**src/rtl/seq_attempt_tracker.sv**
```systemverilog
// seq_attempt_tracker
// Hardware checker for the sequence  a ##1 b ##1 c ##2 d.
// A new attempt may start on every enabled cycle. Overlapping attempts are
// carried as one-hot "alive" flags in a short pipeline (v1..v4). Every cycle
// that sees one or more failures produces a single {stamp, mask} record. The
// record goes into a small FIFO that is drained through a valid/ready port.
// Passes are reported as a registered pulse that carries the attempt's start
// stamp. Pass, fail and drop counts saturate.
//
// FIFO_DEPTH must be a power of two and at least 2. The wrap bit on the
// pointers depends on this to tell full from empty.

module seq_attempt_tracker #(
    parameter int STAMP_W    = 16,
    parameter int CNT_W      = 16,
    parameter int FIFO_DEPTH = 8
) (
    input  logic               clk,
    input  logic               rst,
    input  logic               en,
    input  logic               a,
    input  logic               b,
    input  logic               c,
    input  logic               d,
    output logic               evt_valid,
    input  logic               evt_ready,
    output logic [STAMP_W-1:0] evt_stamp,
    output logic [3:0]         evt_mask,
    output logic               pass_pulse,
    output logic [STAMP_W-1:0] pass_stamp,
    output logic [CNT_W-1:0]   pass_cnt,
    output logic [CNT_W-1:0]   fail_cnt,
    output logic [CNT_W-1:0]   drop_cnt,
    output logic               busy
);

    localparam int AW = $clog2(FIFO_DEPTH);

    // A passing attempt finishes at offset 4, so its start stamp lies 4 cycles back.
    localparam logic [STAMP_W-1:0] PASS_OFFSET = STAMP_W'(4);
    localparam logic [CNT_W-1:0]   CNT_MAX     = '1;

    // ------------------------------------------------------------------
    // Free-running stamp and attempt pipeline
    // ------------------------------------------------------------------
    logic [STAMP_W-1:0] stamp;

    // vN = an attempt that started N cycles ago has met every check so far.
    logic v1;
    logic v2;
    logic v3;
    logic v4;

    // Outcome of this cycle's stage checks.
    logic [3:0] fail_mask;
    logic       pass_now;
    logic [2:0] fail_pop;

    // All stage checks run in parallel on the current inputs.
    always_comb begin
        // NOTE: every output of a combinational block gets a default first.
        // Otherwise a path that skips an assignment infers a latch.
        fail_mask = 4'b0000;
        pass_now  = 1'b0;

        fail_mask[0] = en & ~a;
        fail_mask[1] = v1 & ~b;
        fail_mask[2] = v2 & ~c;
        fail_mask[3] = v4 & ~d;
        pass_now     = v4 & d;

        fail_pop = 3'(fail_mask[0]) + 3'(fail_mask[1])
                 + 3'(fail_mask[2]) + 3'(fail_mask[3]);
    end

    // Advance the stamp and move surviving attempts one stage along.
    always_ff @(posedge clk) begin
        // NOTE: state registers use non-blocking assignments. That way every
        // stage samples the values from before the edge, not values already
        // updated in this block.
        if (rst) begin
            stamp <= '0;
            v1    <= 1'b0;
            v2    <= 1'b0;
            v3    <= 1'b0;
            v4    <= 1'b0;
        end else begin
            stamp <= stamp + STAMP_W'(1);
            v1    <= en & a;
            v2    <= v1 & b;
            v3    <= v2 & c;
            v4    <= v3;          // offset 3 has no term to check
        end
    end

    // An attempt is in flight whenever any stage holds a live one.
    assign busy = v1 | v2 | v3 | v4;

    // ------------------------------------------------------------------
    // Event FIFO
    // ------------------------------------------------------------------
    logic [STAMP_W-1:0] stamp_mem [FIFO_DEPTH];
    logic [3:0]         mask_mem  [FIFO_DEPTH];

    // The extra top bit separates full from empty when the indices are equal.
    logic [AW:0] wr_ptr;
    logic [AW:0] rd_ptr;

    logic fifo_empty;
    logic fifo_full;
    logic pop;
    logic push_req;
    logic push_ok;
    logic drop;

    // Work out FIFO occupancy and what this cycle's push and pop will do.
    always_comb begin
        fifo_empty = (wr_ptr == rd_ptr);
        fifo_full  = (wr_ptr[AW] != rd_ptr[AW]) &&
                     (wr_ptr[AW-1:0] == rd_ptr[AW-1:0]);
        pop        = ~fifo_empty & evt_ready;
        push_req   = |fail_mask;
        // A full FIFO still accepts a push when the head leaves in the same cycle.
        push_ok    = push_req & (~fifo_full | pop);
        drop       = push_req & fifo_full & ~pop;
    end

    // Write one record into the storage array.
    always_ff @(posedge clk) begin
        // NOTE: the storage array is never reset. The pointers decide which
        // entries are valid, so clearing the data would gain nothing.
        if (push_ok) begin
            stamp_mem[wr_ptr[AW-1:0]] <= stamp;
            mask_mem[wr_ptr[AW-1:0]]  <= fail_mask;
        end
    end

    // Move the pointers. A reset empties the FIFO at any time.
    always_ff @(posedge clk) begin
        if (rst) begin
            wr_ptr <= '0;
            rd_ptr <= '0;
        end else begin
            if (push_ok) begin
                wr_ptr <= wr_ptr + (AW+1)'(1);
            end
            if (pop) begin
                rd_ptr <= rd_ptr + (AW+1)'(1);
            end
        end
    end

    // The head record is read straight from storage. Its slot is not written
    // while it waits, so the outputs stay stable under back-pressure.
    assign evt_valid = ~fifo_empty;
    assign evt_stamp = stamp_mem[rd_ptr[AW-1:0]];
    assign evt_mask  = mask_mem[rd_ptr[AW-1:0]];

    // ------------------------------------------------------------------
    // Pass reporting
    // ------------------------------------------------------------------
    // Report a pass one cycle late. pass_stamp keeps its last value between passes.
    always_ff @(posedge clk) begin
        if (rst) begin
            pass_pulse <= 1'b0;
            pass_stamp <= '0;
        end else begin
            pass_pulse <= pass_now;
            if (pass_now) begin
                pass_stamp <= stamp - PASS_OFFSET;
            end
        end
    end

    // ------------------------------------------------------------------
    // Saturating counters
    // ------------------------------------------------------------------
    logic [CNT_W:0]   fail_sum;
    logic [CNT_W-1:0] fail_next;

    // Up to four failures can land in one cycle. One carry bit is enough to
    // detect overflow before clamping.
    always_comb begin
        fail_sum  = {1'b0, fail_cnt} + (CNT_W+1)'(fail_pop);
        fail_next = fail_sum[CNT_W] ? CNT_MAX : fail_sum[CNT_W-1:0];
    end

    // Update the pass, fail and drop counters. Each one clamps at its maximum.
    always_ff @(posedge clk) begin
        if (rst) begin
            pass_cnt <= '0;
            fail_cnt <= '0;
            drop_cnt <= '0;
        end else begin
            if (pass_now && (pass_cnt != CNT_MAX)) begin
                pass_cnt <= pass_cnt + CNT_W'(1);
            end
            fail_cnt <= fail_next;
            if (drop && (drop_cnt != CNT_MAX)) begin
                drop_cnt <= drop_cnt + CNT_W'(1);
            end
        end
    end

endmodule

```
**config.mk**
```make
export PLATFORM = sky130hd
export DESIGN_NAME = seq_attempt_tracker
export DESIGN_NICKNAME = d
export VERILOG_FILES = /design/src/rtl/seq_attempt_tracker.sv
export SDC_FILE = /design/constraint.sdc
export NUM_CORES = 1
export LEC_CHECK = 0
export BUFFER_PORTS_ARGS = -buffer_cell sky130_fd_sc_hd__buf_2
export CAP_MARGIN = 30
export CORE_MARGIN = 1.5
export CORE_UTILIZATION = 59
export DETAILED_ROUTE_END_ITERATION = 16
export PLACE_DENSITY_LB_ADDON = 0.3
export SLEW_MARGIN = 10
export SYNTH_ARGS = -nofsm -noshare
export SYNTH_HDL_FRONTEND = slang
export SYNTH_SLANG_ARGS = --single-unit
```
**constraint.sdc**
```tcl
create_clock -name clk -period 4.3 [get_ports clk]
set_input_delay 0.645 -clock clk [delete_from_list [all_inputs] [get_ports clk]]
set_output_delay 0.645 -clock clk [all_outputs]
set_load 0.005 [all_outputs]
```
==> metrics.txt, run 1 <==
crit-path cells=nor2b_1 > inv_1 > fa_1 > inv_1 > fa_1 > and4_1 > nand4_1 > or3_1 > and4_1 > nor3_1; via count=6485; Async SR Flop Fraction=0%; Synth Flop Type=edfxtp_1; #FFs+latches synth=256; Die W=136 um; final hold violations=0; final setup fails=0; fin crit share=79.2%; Critical-path top delay cell=or3_1; Initial Util=60.2%; FF-to-FF path depth=10; commonest non-fill, non-tap cell in the layout=edfxtp_1; WP data required=4730 ps; Worst path depth=10; commonest non-fill, non-tap cells in the layout=160 x edfxtp_1, 95 x dfxtp_1, 94 x buf_2, 73 x nor2_1, 40 x mux4_2; HP Start=b; drt first pass iters=5; detailed placement HPWL=13000 um; R2R setup slack=900 ps; vias in the first global route=6443; r2r startpoint=v4; total grt overflow=0; first-pass GRT wire length=34900 um; layout cell share with drive strength beyond 1=25.5%; CP startpoint kind=flip-flop; max-slew violations=0; Die ar.=18500 um^2; power density over cell area=437 nW/um^2; Mapped Cells=752; largest net degree at the start of global routing=50; status=finished, final reports clean; HP Class=input pin to flip-flop; CTS Buffer Depth=3; TritonCTS clock tree=done; setup tns final=0 ps; slowest stage delay, CP=650 ps; Final #Nets=869; register area share after synthesis=64.6%; Via density=5.93; leak pwr=0.00426 uW; hold buffers post-CTS=0; Area Overhead vs Synth=14.6%; Post-Syn Area=10400 um^2; 1st-iter DRT viols=447; critical path class=flip-flop to flip-flop; number of flops mapped to enable cells by yosys=160; Worst Max-Slew Pin Slew=903 ps; Overall Global Routing Usage=24.9%; Sink Count=256; max capacitance violation total=0; Num CTS Buffers=24; critical path peak fanout=13; I/O pins=95; Routed WL per cell=20.3 um; Distinct cells, synth=47; Clk Latency, worst-skew pair=510 ps; critical path's top delay family=simple AND/OR/NAND/NOR gates; hold path depth=3; Synth top area share=46.1%; placed cell area=11100 um^2; Resized Gates After CTS=0; arrival time worst endpoint=3830 ps; root buf cell=clkbuf_16; # rows=48; synth top area cells=edfxtp_1 46%, dfxtp_1 18%, mux4_2 8.7%; CP bufs+invs=2; RSZ-0062 raised after global routing=no; leading area contributor after synthesis=edfxtp_1; WL final=22200 um; diodes inserted=0; CTS HTree Levels=1; Syn. warnings=0; post-synth net total=771; Final Skew=8.24 ps; CTS clk-pin slew, worst paths=60 ps; reg2reg end=fail_cnt[9]; post-CTS setup buffers=0; CP Capture Type=flip-flop; Die Y=136 um; hold endpoint=v2; initial antenna violation count=0; post-route cell area=11900 um^2; drt drc=0; fmax=0.294 GHz; antenna viol nets, final=0; Final Critical Period=3400 ps; Finished Core Util=69.0%; syn avg cell area=13.8 um^2; peak supply drop=254 uV; slew margin rel.=39.8%; core area=17300 um^2; routability cong.=0.824; number of I/O port buffers=94
flip-flops by register name, indices dropped and copies added (netlist names), 4 cells and up, named ones only:
register    flops
stamp_mem     128
mask_mem       32
drop_cnt       16
fail_cnt       16
pass_cnt       16
pass_stamp     16
stamp          16
rd_ptr          4
wr_ptr          4
cell type report:
cell class	count	area (um^2)
clock buffers	35	716
clock inverters	9	70.1
fillers	1144	5360
inverters	16	60.1
multi-input cells	443	3500
flip-flops and latches	256	6730
well taps	225	282
repair buffers	109	581
how the worst max path moves through the flow:
stage	start	to	slack [ps]
6_report	v4	fail_cnt[9]	900
5_1_grt	v2	fail_cnt[9]	530
4_1_cts	v1	fail_cnt[9]	830
3_5_place_dp	en	fail_cnt[9]	430
3_3_place_gp	en	fail_cnt[9]	540
2_1_floorplan	en	mask_mem[0][0]	460
Yosys cell counts, drive strengths merged, types with 4 or more instances:
cell    count
edfxtp    160
dfxtp      96
nor2       73
mux4       40
nand2      38
a21oi      32
clkbuf     31
xor2       26
xnor2      25
mux2       22
nand3      20
nor3       17
inv        16
or3        16
a211oi     13
o21ai      13
nand4      11
nor2b      10
ha          9
nand2b      9
nor4        8
or4         8
and4        7
and3        6
buf         6
mux2i       5
o31ai       5
or2         5
a31oi       4
kinds of logic (layout without fill, tap and decap cells):
| family | after synthesis | in the layout | share of synthesized area, % |
|---|---|---|---|
| AND/OR/NAND/NOR | 234 | 234 | 11.4 |
| adder cells (fa/ha/maj) | 11 | 11 | 1.47 |
| buffers and inverters | 53 | 169 | 2.07 |
| multiplexers | 67 | 67 | 11.5 |
| XOR/XNOR | 51 | 51 | 4.29 |
| flip-flops | 256 | 256 | 64.6 |
| AO/OA/AOI/OAI | 80 | 80 | 4.70 |
metrics by stage:
step | power, uW | setup WS, ps | instances | hold WS, ps
floorplan | 3040 | 457 | 752 | 413
global placement | 3170 | 537 | 1048 | 421
detailed placement | 3180 | 432 | 1048 | 438
CTS | 5250 | 833 | 1092 | 358
global route | 5370 | 531 | 1093 | 387
finish | 5210 | 896 | 1093 | 375
worst min-delay path: cells and delay by family:
family	cells	cell delay, ps
buf+inv	1	110
simple gates	2	80
power breakdown:
| part | total, uW | switching (uW) | internal, uW |
|---|---|---|---|
| registers | 2660 | 29.7 | 2630 |
| logic | 467 | 224 | 243 |
| clock network | 2080 | 867 | 1220 |
| total | 5210 | 1120 | 4090 |
routing by layer:
metal	part of all wire (%)	track usage (%)
met1	41	33.9
met2	49	41.6
met3	7.2	4.03
met4	2.2	7.53
met5	0	0
Note: power is estimated with default switching activity, not from simulation.
==> inputs of run 2 (changes only) <==
- CORE_UTILIZATION: 59 -> 53
- clock period: 4.3 -> 2.8 ns (I/O delays scaled with it)
==> run 2 against run 1 <==
Net effect: sequential cell count unchanged; clock skew increased by 8.0 ps; critical path depth decreased by 5; design area increased by 2.3%; critical endpoint is now drop_cnt[5]; largest power group unchanged.
==> metrics.txt, run 2 (synthesis gave the netlist of run 1 again) <==
status=finished, final reports clean; footprint of the multi-input gates=3560 um^2; CTS Buffer Depth=3; Final #Nets=884; total grt overflow=0; M1 GR Usage=28.1%; layout cell share with drive strength beyond 1=28.4%; RSZ-0062 raised after global routing=no; final hold violations=0; I/O pins=95; drt first pass iters=5; busiest layer in global routing=met2; via count=6498; Die W=143 um; critical path class=flip-flop to flip-flop; post-route cell area=12200 um^2; Internal Pwr Total=6410 uW; Area Overhead vs Synth=17.3%; final setup fails=0; Seq pwr share=50.2%; Worst Max-Slew Pin Slew=821 ps; hold buffers post-CTS=0; max capacitance violation total=0; Overall Global Routing Usage=21.3%; TritonCTS clock tree=done; Die Y=143 um; drt drc=0; Clk network pwr share=40.9%; Combinational Power Share=8.9%; largest net degree at the start of global routing=64; fin crit share=94.3%; commonest non-fill, non-tap cell in the layout=edfxtp_1; sw power=1730 uW; CP startpoint kind=flip-flop; setup tns final=0 ps; power density over cell area=666 nW/um^2; Routed WL per cell=18.4 um; critical path peak fanout=29; detailed placement HPWL=13200 um; arrival time worst endpoint=3070 ps; first-pass GRT wire length=33900 um; initial antenna violation count=0; GR Util met3=4.02%; antenna viol nets, final=0; Num CTS Buffers=26; core area=19300 um^2; CP Capture Type=flip-flop; Final Critical Period=2640 ps; vias in the first global route=6481; max reg flops=128; WL final=21200 um; leak pwr=0.00436 uW; final std cells w/o fill=1149; root buf cell=clkbuf_16; # rows=51; met2 GRT Util=36.8%; fmax=0.379 GHz; peak supply drop=511 uV; diodes inserted=0; routability cong.=0.830; Resized Gates After CTS=0; commonest non-fill, non-tap cells in the layout=160 x edfxtp_1, 95 x dfxtp_1, 93 x buf_2, 73 x nor2_1, 40 x mux4_2; Die ar.=20500 um^2; Switching Share=21.3%; CTS HTree Levels=1; Clk Latency, worst-skew pair=520 ps; WP data required=3230 ps; slew margin rel.=44.5%; dpl cells=1102; max-slew violations=0; register area=6730 um^2; Initial Util=53.9%; CTS clk-pin slew, worst paths=60 ps; Sink Count=256; Via density=5.66; Final Skew=16.3 ps; WHS=148 ps; number of I/O port buffers=94; placed cell area=11400 um^2; HP Class=input pin to flip-flop; Layout fillers=1422; post-CTS setup buffers=0; 1st-iter DRT viols=354
## run 2: cell types whose count changed in the layout (fill, tap and decap cells not counted), sizes merged
| cell | before | now |
|---|---|---|
| clkinvlp | 1 | 0 |
| clkinv | 7 | 9 |
| buf | 108 | 122 |
| bufinv | 1 | 2 |
| inv | 16 | 17 |
| clkbuf | 36 | 35 |
## run 2: cell type report
type	count	area share, %
timing repair buffer	122	5.70
clock buffer	35	5.85
tap	265	2.72
sequential	256	55.1
multi-input combinational	443	29.2
inverter	16	0.492
clock inverter	12	0.974
## run 2: final timing paths
| check | from | endpoint | slack, ps | cells after the start |
|---|---|---|---|---|
| setup / recovery | wr_ptr[1] | drop_cnt[5] | 160 | 5 |
| hold / removal | c | v3 | 150 | 3 |
| setup reg to reg | wr_ptr[1] | drop_cnt[5] | 160 | 5 |
| hold reg to reg | v2 | v3 | 440 | 2 |
## run 2: per-layer routing
layer | share of wire, % | vias to the layer above | routed length, um
li1 | - | 3046 | -
met1 | 43 | 3224 | 9130
met2 | 49 | 202 | 10500
met3 | 6.3 | 26 | 1340
met4 | 1.1 | 0 | 242
met5 | 0 | - | 0
## run 2: stage by stage
| stage | power [uW] | worst slack [ps] | util (%) |
|---|---|---|---|
| 2_1_floorplan | 4680 | -219 | - |
| 3_3_place_gp | 4880 | -59.3 | 58.8 |
| 3_5_place_dp | 4900 | -139 | 58.8 |
| 4_1_cts | 8210 | 158 | 63.1 |
| 5_1_grt | 8420 | 34.6 | 63.1 |
| 6_report | 8140 | 161 | 63.1 |
## run 2: power groups by stage
stage | Clock, uW | Sequential [uW] | Combinational (uW)
after floorplan | 0 | 4150 | 532
after global placement | 0 | 4160 | 722
after detailed placement | 0 | 4160 | 736
after CTS | 3380 | 4080 | 741
after global routing | 3530 | 4090 | 795
final | 3330 | 4080 | 727
## run 2: worst max-delay path: stages, from the launching register on
cell and delay [ps]:
dfxtp_1 550, xor2_1 150, or3_4 440, or4b_4 710, or4_1 530, a21oi_1 180
